File: src/rtl/mmm_pkg.sv
// rtl/mmm_pkg.sv - shared types for the icache read arbiter
//
// Purpose: state and owner encodings used by icache_read_arbiter.
// Ports: none (package).
package mmm_pkg;

  typedef enum logic [1:0] {
    IDLE,
    ISSUE,
    WAIT_RESP,
    DRAIN
  } arb_state_t;

  typedef enum logic {
    OWN_FETCH,
    OWN_PF
  } arb_owner_t;

endpackage

File: src/rtl/arb_prio_sel.sv
// rtl/arb_prio_sel.sv - fetch/prefetch winner selection with prefetch aging
//
// Purpose: picks the winner of an arbitration slot. Fetch normally wins.
//   A saturating aging counter tracks how often the prefetcher has lost.
//   When the counter reaches STARVE_LIMIT, the prefetcher wins once.
//   STARVE_LIMIT = 0 disables aging.
// Ports:
//   clk_i, rst_i           clock, asynchronous active-high reset
//   fetch_valid, pf_valid  requester valids
//   enable                 arbitration slot open (arbiter idle)
//   flush                  pipeline flush: no grant, clears aging
//   grant_fetch, grant_pf  one-hot (or zero) grant
module arb_prio_sel #(
  parameter int STARVE_LIMIT = 8
) (
  input  logic clk_i,
  input  logic rst_i,
  input  logic fetch_valid,
  input  logic pf_valid,
  input  logic enable,
  input  logic flush,
  output logic grant_fetch,
  output logic grant_pf
);

  // Keep at least one bit so that STARVE_LIMIT = 0 still elaborates.
  localparam int CNT_W = (STARVE_LIMIT > 0) ? $clog2(STARVE_LIMIT + 1) : 1;
  localparam logic [CNT_W-1:0] LIMIT = CNT_W'(STARVE_LIMIT);

  logic [CNT_W-1:0] age_q;
  logic             starved;
  logic             slot_open;

  assign starved   = (STARVE_LIMIT > 0) && (age_q == LIMIT);
  assign slot_open = enable && !flush;

  always_comb begin
    grant_fetch = 1'b0;
    grant_pf    = 1'b0;
    if (slot_open) begin
      if (pf_valid && (starved || !fetch_valid)) begin
        grant_pf = 1'b1;
      end else if (fetch_valid) begin
        grant_fetch = 1'b1;
      end
    end
  end

  // Counts only the fetch grants that actually made the prefetcher wait.
  always_ff @(posedge clk_i or posedge rst_i) begin
    if (rst_i) begin
      age_q <= '0;
    end else if (flush || grant_pf) begin
      age_q <= '0;
    end else if (grant_fetch && pf_valid && (age_q != LIMIT)) begin
      age_q <= age_q + CNT_W'(1);
    end
  end

endmodule

File: src/rtl/icache_read_arbiter.sv
// rtl/icache_read_arbiter.sv - shares the icache read port between fetch and prefetch
//
// Purpose: one outstanding icache read at a time. The response is routed to
//   the requester that owns the transaction. A flush drains the in-flight
//   read and discards its response.
// Optional: define ICACHE_ARB_PERF_EN to add the perf_* counter outputs.
// Ports:
//   clk_i, rst_i, flush_i                          clock, async reset, flush
//   fetch_req_* / fetch_addr_i / fetch_resp_* /
//   fetch_line_o                                   fetch controller side
//   pf_req_* / pf_addr_i / pf_resp_* / pf_line_o   prefetcher side
//   cache_req_* / cache_addr_o / cache_resp_valid_i /
//   cache_line_i                                   icache read port
//   busy_o                                         transaction in progress
//   perf_fetch_grants_o, perf_pf_grants_o,
//   perf_discards_o                                (ICACHE_ARB_PERF_EN only)
module icache_read_arbiter
  import mmm_pkg::*;
#(
  parameter int ADDR_W       = 32,
  parameter int LINE_W       = 128,
  parameter int STARVE_LIMIT = 8
) (
  input  logic              clk_i,
  input  logic              rst_i,
  input  logic              flush_i,
  input  logic              fetch_req_valid_i,
  output logic              fetch_req_ready_o,
  input  logic [ADDR_W-1:0] fetch_addr_i,
  output logic              fetch_resp_valid_o,
  output logic [LINE_W-1:0] fetch_line_o,
  input  logic              pf_req_valid_i,
  output logic              pf_req_ready_o,
  input  logic [ADDR_W-1:0] pf_addr_i,
  output logic              pf_resp_valid_o,
  output logic [LINE_W-1:0] pf_line_o,
  output logic              cache_req_valid_o,
  input  logic              cache_req_ready_i,
  output logic [ADDR_W-1:0] cache_addr_o,
  input  logic              cache_resp_valid_i,
  input  logic [LINE_W-1:0] cache_line_i,
  output logic              busy_o
`ifdef ICACHE_ARB_PERF_EN
  ,
  output logic [31:0]       perf_fetch_grants_o,
  output logic [31:0]       perf_pf_grants_o,
  output logic [31:0]       perf_discards_o
`endif
);

  arb_state_t state_q, state_d;
  arb_owner_t owner_q;
  logic       discard_q;
  logic       grant_fetch, grant_pf, grant_any;
  logic       arb_enable;
  logic       resp_deliver;
  logic       resp_drop;

  // Gating with rst_i keeps the readies low while reset is held.
  assign arb_enable = (state_q == IDLE) && !rst_i;
  assign grant_any  = grant_fetch || grant_pf;

  arb_prio_sel #(
    .STARVE_LIMIT(STARVE_LIMIT)
  ) u_prio_sel (
    .clk_i      (clk_i),
    .rst_i      (rst_i),
    .fetch_valid(fetch_req_valid_i),
    .pf_valid   (pf_req_valid_i),
    .enable     (arb_enable),
    .flush      (flush_i),
    .grant_fetch(grant_fetch),
    .grant_pf   (grant_pf)
  );

  always_ff @(posedge clk_i or posedge rst_i) begin
    if (rst_i) begin
      state_q <= IDLE;
    end else begin
      state_q <= state_d;
    end
  end

  always_comb begin
    state_d = state_q;
    case (state_q)
      IDLE:      if (grant_any) state_d = ISSUE;
      // The request stays up through a flush; the icache must see it through.
      ISSUE:     if (cache_req_ready_i) state_d = WAIT_RESP;
      WAIT_RESP: begin
        if (cache_resp_valid_i)         state_d = IDLE;
        else if (flush_i || discard_q)  state_d = DRAIN;
      end
      DRAIN:     if (cache_resp_valid_i) state_d = IDLE;
      default:   state_d = IDLE;
    endcase
  end

  always_ff @(posedge clk_i or posedge rst_i) begin
    if (rst_i) begin
      owner_q      <= OWN_FETCH;
      discard_q    <= 1'b0;
      cache_addr_o <= '0;
    end else begin
      if (grant_any) begin
        cache_addr_o <= grant_pf ? pf_addr_i : fetch_addr_i;
        owner_q      <= grant_pf ? OWN_PF : OWN_FETCH;
      end
      // Remembers a flush seen while the request was still being issued.
      if ((state_q == ISSUE) && flush_i) begin
        discard_q <= 1'b1;
      end else if (((state_q == WAIT_RESP) || (state_q == DRAIN)) && cache_resp_valid_i) begin
        discard_q <= 1'b0;
      end
    end
  end

  always_comb begin
    resp_deliver = (state_q == WAIT_RESP) && cache_resp_valid_i && !flush_i && !discard_q;
    resp_drop    = cache_resp_valid_i &&
                   (((state_q == WAIT_RESP) && (flush_i || discard_q)) || (state_q == DRAIN));

    fetch_req_ready_o  = grant_fetch;
    pf_req_ready_o     = grant_pf;
    cache_req_valid_o  = (state_q == ISSUE);
    busy_o             = (state_q != IDLE);
    fetch_resp_valid_o = resp_deliver && (owner_q == OWN_FETCH);
    pf_resp_valid_o    = resp_deliver && (owner_q == OWN_PF);
    fetch_line_o       = cache_line_i;
    pf_line_o          = cache_line_i;
  end

`ifdef ICACHE_ARB_PERF_EN
  always_ff @(posedge clk_i or posedge rst_i) begin
    if (rst_i) begin
      perf_fetch_grants_o <= '0;
      perf_pf_grants_o    <= '0;
      perf_discards_o     <= '0;
    end else begin
      if (grant_fetch) perf_fetch_grants_o <= perf_fetch_grants_o + 32'd1;
      if (grant_pf)    perf_pf_grants_o    <= perf_pf_grants_o + 32'd1;
      if (resp_drop)   perf_discards_o     <= perf_discards_o + 32'd1;
    end
  end
`else
  logic unused_drop;
  assign unused_drop = resp_drop;
`endif

endmodule

File: config.mk
export PLATFORM = sky130hd
export DESIGN_NAME = icache_read_arbiter
export DESIGN_NICKNAME = d
export VERILOG_FILES = /design/src/rtl/mmm_pkg.sv /design/src/rtl/arb_prio_sel.sv /design/src/rtl/icache_read_arbiter.sv
export SDC_FILE = /design/constraint.sdc
export NUM_CORES = 1
export LEC_CHECK = 0
export BUFFER_PORTS_ARGS = -buffer_cell sky130_fd_sc_hd__buf_2
export CAP_MARGIN = 20
export CELL_PAD_IN_SITES_DETAIL_PLACEMENT = 1
export CELL_PAD_IN_SITES_GLOBAL_PLACEMENT = 1
export CORE_AREA = 2 2 189 191
export DETAILED_ROUTE_END_ITERATION = 6
export DIE_AREA = 0 0 191 193
export HOLD_SLACK_MARGIN = 0.06
export PLACE_DENSITY = 0.53
export SYNTH_ARGS = -nofsm -noshare
export SYNTH_HDL_FRONTEND = slang
export SYNTH_SLANG_ARGS = --single-unit
export TNS_END_PERCENT = 5
File: constraint.sdc
create_clock -name clk_i -period 2.9 [get_ports clk_i]
set_input_delay 0 -clock clk_i [delete_from_list [all_inputs] [get_ports clk_i]]
set_output_delay 0 -clock clk_i [all_outputs]
set_load 0.02 [all_outputs]
==> results.cfg, run 1 <==
[outcome]
status = aborted with a tool error
stop_stage = 4_1_cts
error_line = [ERROR RSZ-0060] Max buffer count reached.

[yosys]
synth_compound_area_frac = 0.195
ys_seq_elements = 40
post_synth_fa_ha_maj_area_fraction = 0.00604
synth_area_mm2 = 0.00414
synth_xor_xnor_area_share = 0
synth_top_area_frac = 0.464
synthTopCellsByCount = buf_4 (256), dfrtp_1 (40), o2111a_1 (32), a221o_1 (29), buf_6 (8)
synth_edf_count = 0
ys_seq_area_frac = 0.242
yosys.area_share.simple = 0.0351
ys_warn_count = 0
synth.area.top_cells = buf_4 (46%), dfrtp_1 (24%), o2111a_1 (8.7%)
synth.avg_cell_area_um2 = 9.72
yosysUniqueCellTypes = 39
async_flop_share = 1.00
yosysMostFrequentCell = buf_4
synth_top_family_by_area = buffers and inverters
synth_flop_cell = dfrtp_1
syn_nets = 627
yosys-mux-area-fraction = 0
synth_top_area_cell = buf_4
synth_cells = 426

[floorplan]
start_util = 0.118
die_w_um = 191
pin_count = 493
rows = 69
die_h_um = 193

[placed_design]
io_buffers = 108
dp_hpwl_um = 10500
gp_congestion = 0.661

[clock_network]
htreeDepth = 2
cts_resized = 0
ctsHoldBuffers = 148
cts_root_buffer = clkbuf_16
cts_buffers = 5
post_cts_buffers = 0
cts.sinks = 40
ctsLongestPathBuffers = 2
## through the flow
stage	std cells	setup slack (ns)	instance area, um^2	util
global placement	725	0.781	3170	0.0908
floorplan	426	1.13	4140	-
detailed placement	726	0.721	3200	0.0916
## logic make-up after synthesis
family                   count (synthesis)
adder cells (fa/ha/maj)                  2
buffers and inverters                  284
flip-flops                              40
AO/OA/AOI/OAI                           79
AND/OR/NAND/NOR                         21
==> run 2, diff against run 1 <==
--- a/config.mk
+++ b/config.mk
@@ -7,13 +7,10 @@
 export LEC_CHECK = 0
 export BUFFER_PORTS_ARGS = -buffer_cell sky130_fd_sc_hd__buf_2
 export CAP_MARGIN = 20
-export CELL_PAD_IN_SITES_DETAIL_PLACEMENT = 1
-export CELL_PAD_IN_SITES_GLOBAL_PLACEMENT = 1
 export CORE_AREA = 2 2 189 191
 export DETAILED_ROUTE_END_ITERATION = 6
 export DIE_AREA = 0 0 191 193
-export HOLD_SLACK_MARGIN = 0.06
-export PLACE_DENSITY = 0.53
+export PLACE_DENSITY_LB_ADDON = 0.15
 export SYNTH_ARGS = -nofsm -noshare
 export SYNTH_HDL_FRONTEND = slang
 export SYNTH_SLANG_ARGS = --single-unit
==> results.cfg, run 2 <==
[clock_network]
cts.sinks = 40
clock_latency_ns = 0.31
clkTransAtPathRegs_ns = 0.06
cts_resized = 0
htreeDepth = 2
cts_tree = yes
ctsLongestPathBuffers = 2
cts_buffers = 5
cts_root_buffer = clkbuf_16

[power_and_ir_drop]
intPower_w = 0.00166
netSwitchingFraction = 0.401
power_switching_w = 0.00112
leakagePower_nw = 1.51
clock_power_share = 0.225
pwr-share-comb = 0.422
power_density_mw_per_mm2 = 747
p_seq_frac = 0.353
vdd_drop_max_v = 0.000221
finalPower_w = 0.00278

[timing]
drv_slew = 0
tightestPinTransition_ns = 0.858
final.setup.worst_slack_ns = 0.696
clock_skew_ns = 0.0137
period_needed_ns = 2.20
rsz0062_at_grt = false
slew_headroom = 0.427
hold_ws_ns = 0.00000921
tns_ns = 0
finalCritPeriodShare = 0.760
setup_viol = 0
max_freq_ghz = 0.454
finalHoldViolCount = 0

[placed_design]
io_buffers = 108
dp_hpwl_um = 9600
preCtsSetupSlack_ns = 0.750
gp_congestion = 0.623

[routing]
dr_total_vias = 2375
first_iter_violations = 78
routed_via_density = 3.09
wl_per_cell_um = 16.8
drc = 0
finalWirelength_um = 12900
postRouteAntennaNets = 0
dr.pass1.iters = 4

[worst_hold_path]
holdPathStages = 0
min_path_type = in -> out
hold_path_end = fetch_line_o[57]
min_from = cache_line_i[57]

[yosys]
synth_top_area_cell = buf_4
syn_nets = 627
synth_top_area_frac = 0.464
synthTopCellsByCount = buf_4 (256), dfrtp_1 (40), o2111a_1 (32), a221o_1 (29), buf_6 (8)
yosysUniqueCellTypes = 39
ys_seq_elements = 40
ys_seq_area_frac = 0.242
yosysMostFrequentCell = buf_4
synth.avg_cell_area_um2 = 9.72
synth_flop_cell = dfrtp_1
synth_edf_count = 0
async_flop_share = 1.00
synth_cells = 426
synth.area.top_cells = buf_4 (46%), dfrtp_1 (24%), o2111a_1 (8.7%)
synth_area_mm2 = 0.00414
ys_warn_count = 0

[worst_setup_path]
crit_type = reg -> out
r2r_start = state_q[1]$_DFFE_PP0P_
timing.rr.end = cache_addr_o[8]$_DFFE_PP0P_
crit_path_end_kind = output port
cp.required_ns = 2.90
cp.arrival_ns = 2.20
path_max_fanout = 9
worstSetupStartpointType = flip-flop
rr_worst_depth = 4
r2r_slack_ns = 0.79

[global_routing]
grt_pass1_wl_um = 17600
antenna_found_initial = 1
grt_max_degree = 41
grt_usage = 0.0668
gr-total-overflow = 0
grt_pass1_vias = 2567

[finish]
final_cell_mix = buf_2 (108), dfrtp_1 (40), dlygate4sd3_1 (35)
drive_gt1_frac = 0.440
largest_register = cache_addr_o
area_delta_synth_final_pct = -10.1
finish.utilization = 0.106
num-nets-final = 507
layout_commonest_cell = buf_2
largest_registers = cache_addr_o x32, u_prio_sel.age_q x4, state_q x2
largest_reg_flops = 32

[floorplan]
die_w_um = 191
pin_count = 493
dieArea_mm2 = 0.0369
start_util = 0.118
die_h_um = 193
rows = 69
core_mm2 = 0.0350

[flow_run]
maxCapViolCount = 0

[outcome]
status = complete, no violations
run 2: cell counts after synthesis:
Identical to the previous run, type by type.
run 2: layer usage:
| metal | share of wire | wire, um | global-route usage |
|---|---|---|---|
| met2 | 0.50 | 6440 | 0.116 |
| met1 | 0.35 | 4570 | 0.0668 |
| met3 | 0.11 | 1420 | 0.0295 |
| met4 | 0.037 | 471 | 0.0373 |
| met5 | 0 | 0 | 0 |
run 2: metrics by stage:
| stage | instance area (um^2) | std cells |
|---|---|---|
| after floorplan | 4140 | 426 |
| after CTS | 3690 | 766 |
| after global placement | 3170 | 723 |
| after global routing | 3720 | 769 |
| final | 3720 | 769 |
| after detailed placement | 3200 | 724 |
run 2: cell families after synthesis:
| group | after synthesis | share of synthesized area |
|---|---|---|
| buffers and inverters | 284 | 0.522 |
| AO/OA/AOI/OAI | 79 | 0.195 |
| flip-flops | 40 | 0.242 |
| AND/OR/NAND/NOR | 21 | 0.0351 |
| adder cells (fa/ha/maj) | 2 | 0.00604 |
run 2: repair_timing:
action                    in CTS  in global routing
hold endpoints to repair      35                 13
setup buffers                  0                  0
hold buffers                  34                  1
run 2: power groups by stage:
stage                     registers (W)  clock network (W)  logic, W
after floorplan                 0.00123                  0  0.000993
after global placement         0.000995                  0   0.00114
after detailed placement       0.000981                  0   0.00116
after CTS                      0.000983           0.000681   0.00119
after global routing            0.00102           0.000692   0.00125
final                          0.000981           0.000626   0.00117
run 2: layout make-up:
type / instances / area (um^2)
timing repair buffer: 150 / 988
fill: 4079 / 31200
clock inverter: 2 / 10.0
tap: 461 / 577
sequential: 40 / 1000
multi-input combinational: 102 / 977
inverter: 7 / 26.3
antenna: 1 / 2.50
clock buffer: 6 / 139
run 2: how the worst max path moves through the flow:
stage,start,to,slack (ns)
2_1_floorplan,state_q[1]$_DFFE_PP0P_,cache_addr_o[1]$_DFFE_PP0P_,1.13
3_3_place_gp,state_q[1]$_DFFE_PP0P_,cache_addr_o[10]$_DFFE_PP0P_,0.75
3_5_place_dp,state_q[1]$_DFFE_PP0P_,cache_addr_o[13]$_DFFE_PP0P_,0.75
4_1_cts,state_q[1]$_DFFE_PP0P_,pf_req_ready_o,0.64
5_1_grt,state_q[1]$_DFFE_PP0P_,pf_req_ready_o,0.57
6_report,state_q[1]$_DFFE_PP0P_,pf_req_ready_o,0.70
run 2: critical path, cell delays in order (launching register included):
cell      delay (ns)
dfrtp_1         0.47
or4_4           0.59
a211oi_4        0.56
buf_2           0.28
(Power assumes the default switching activity.)
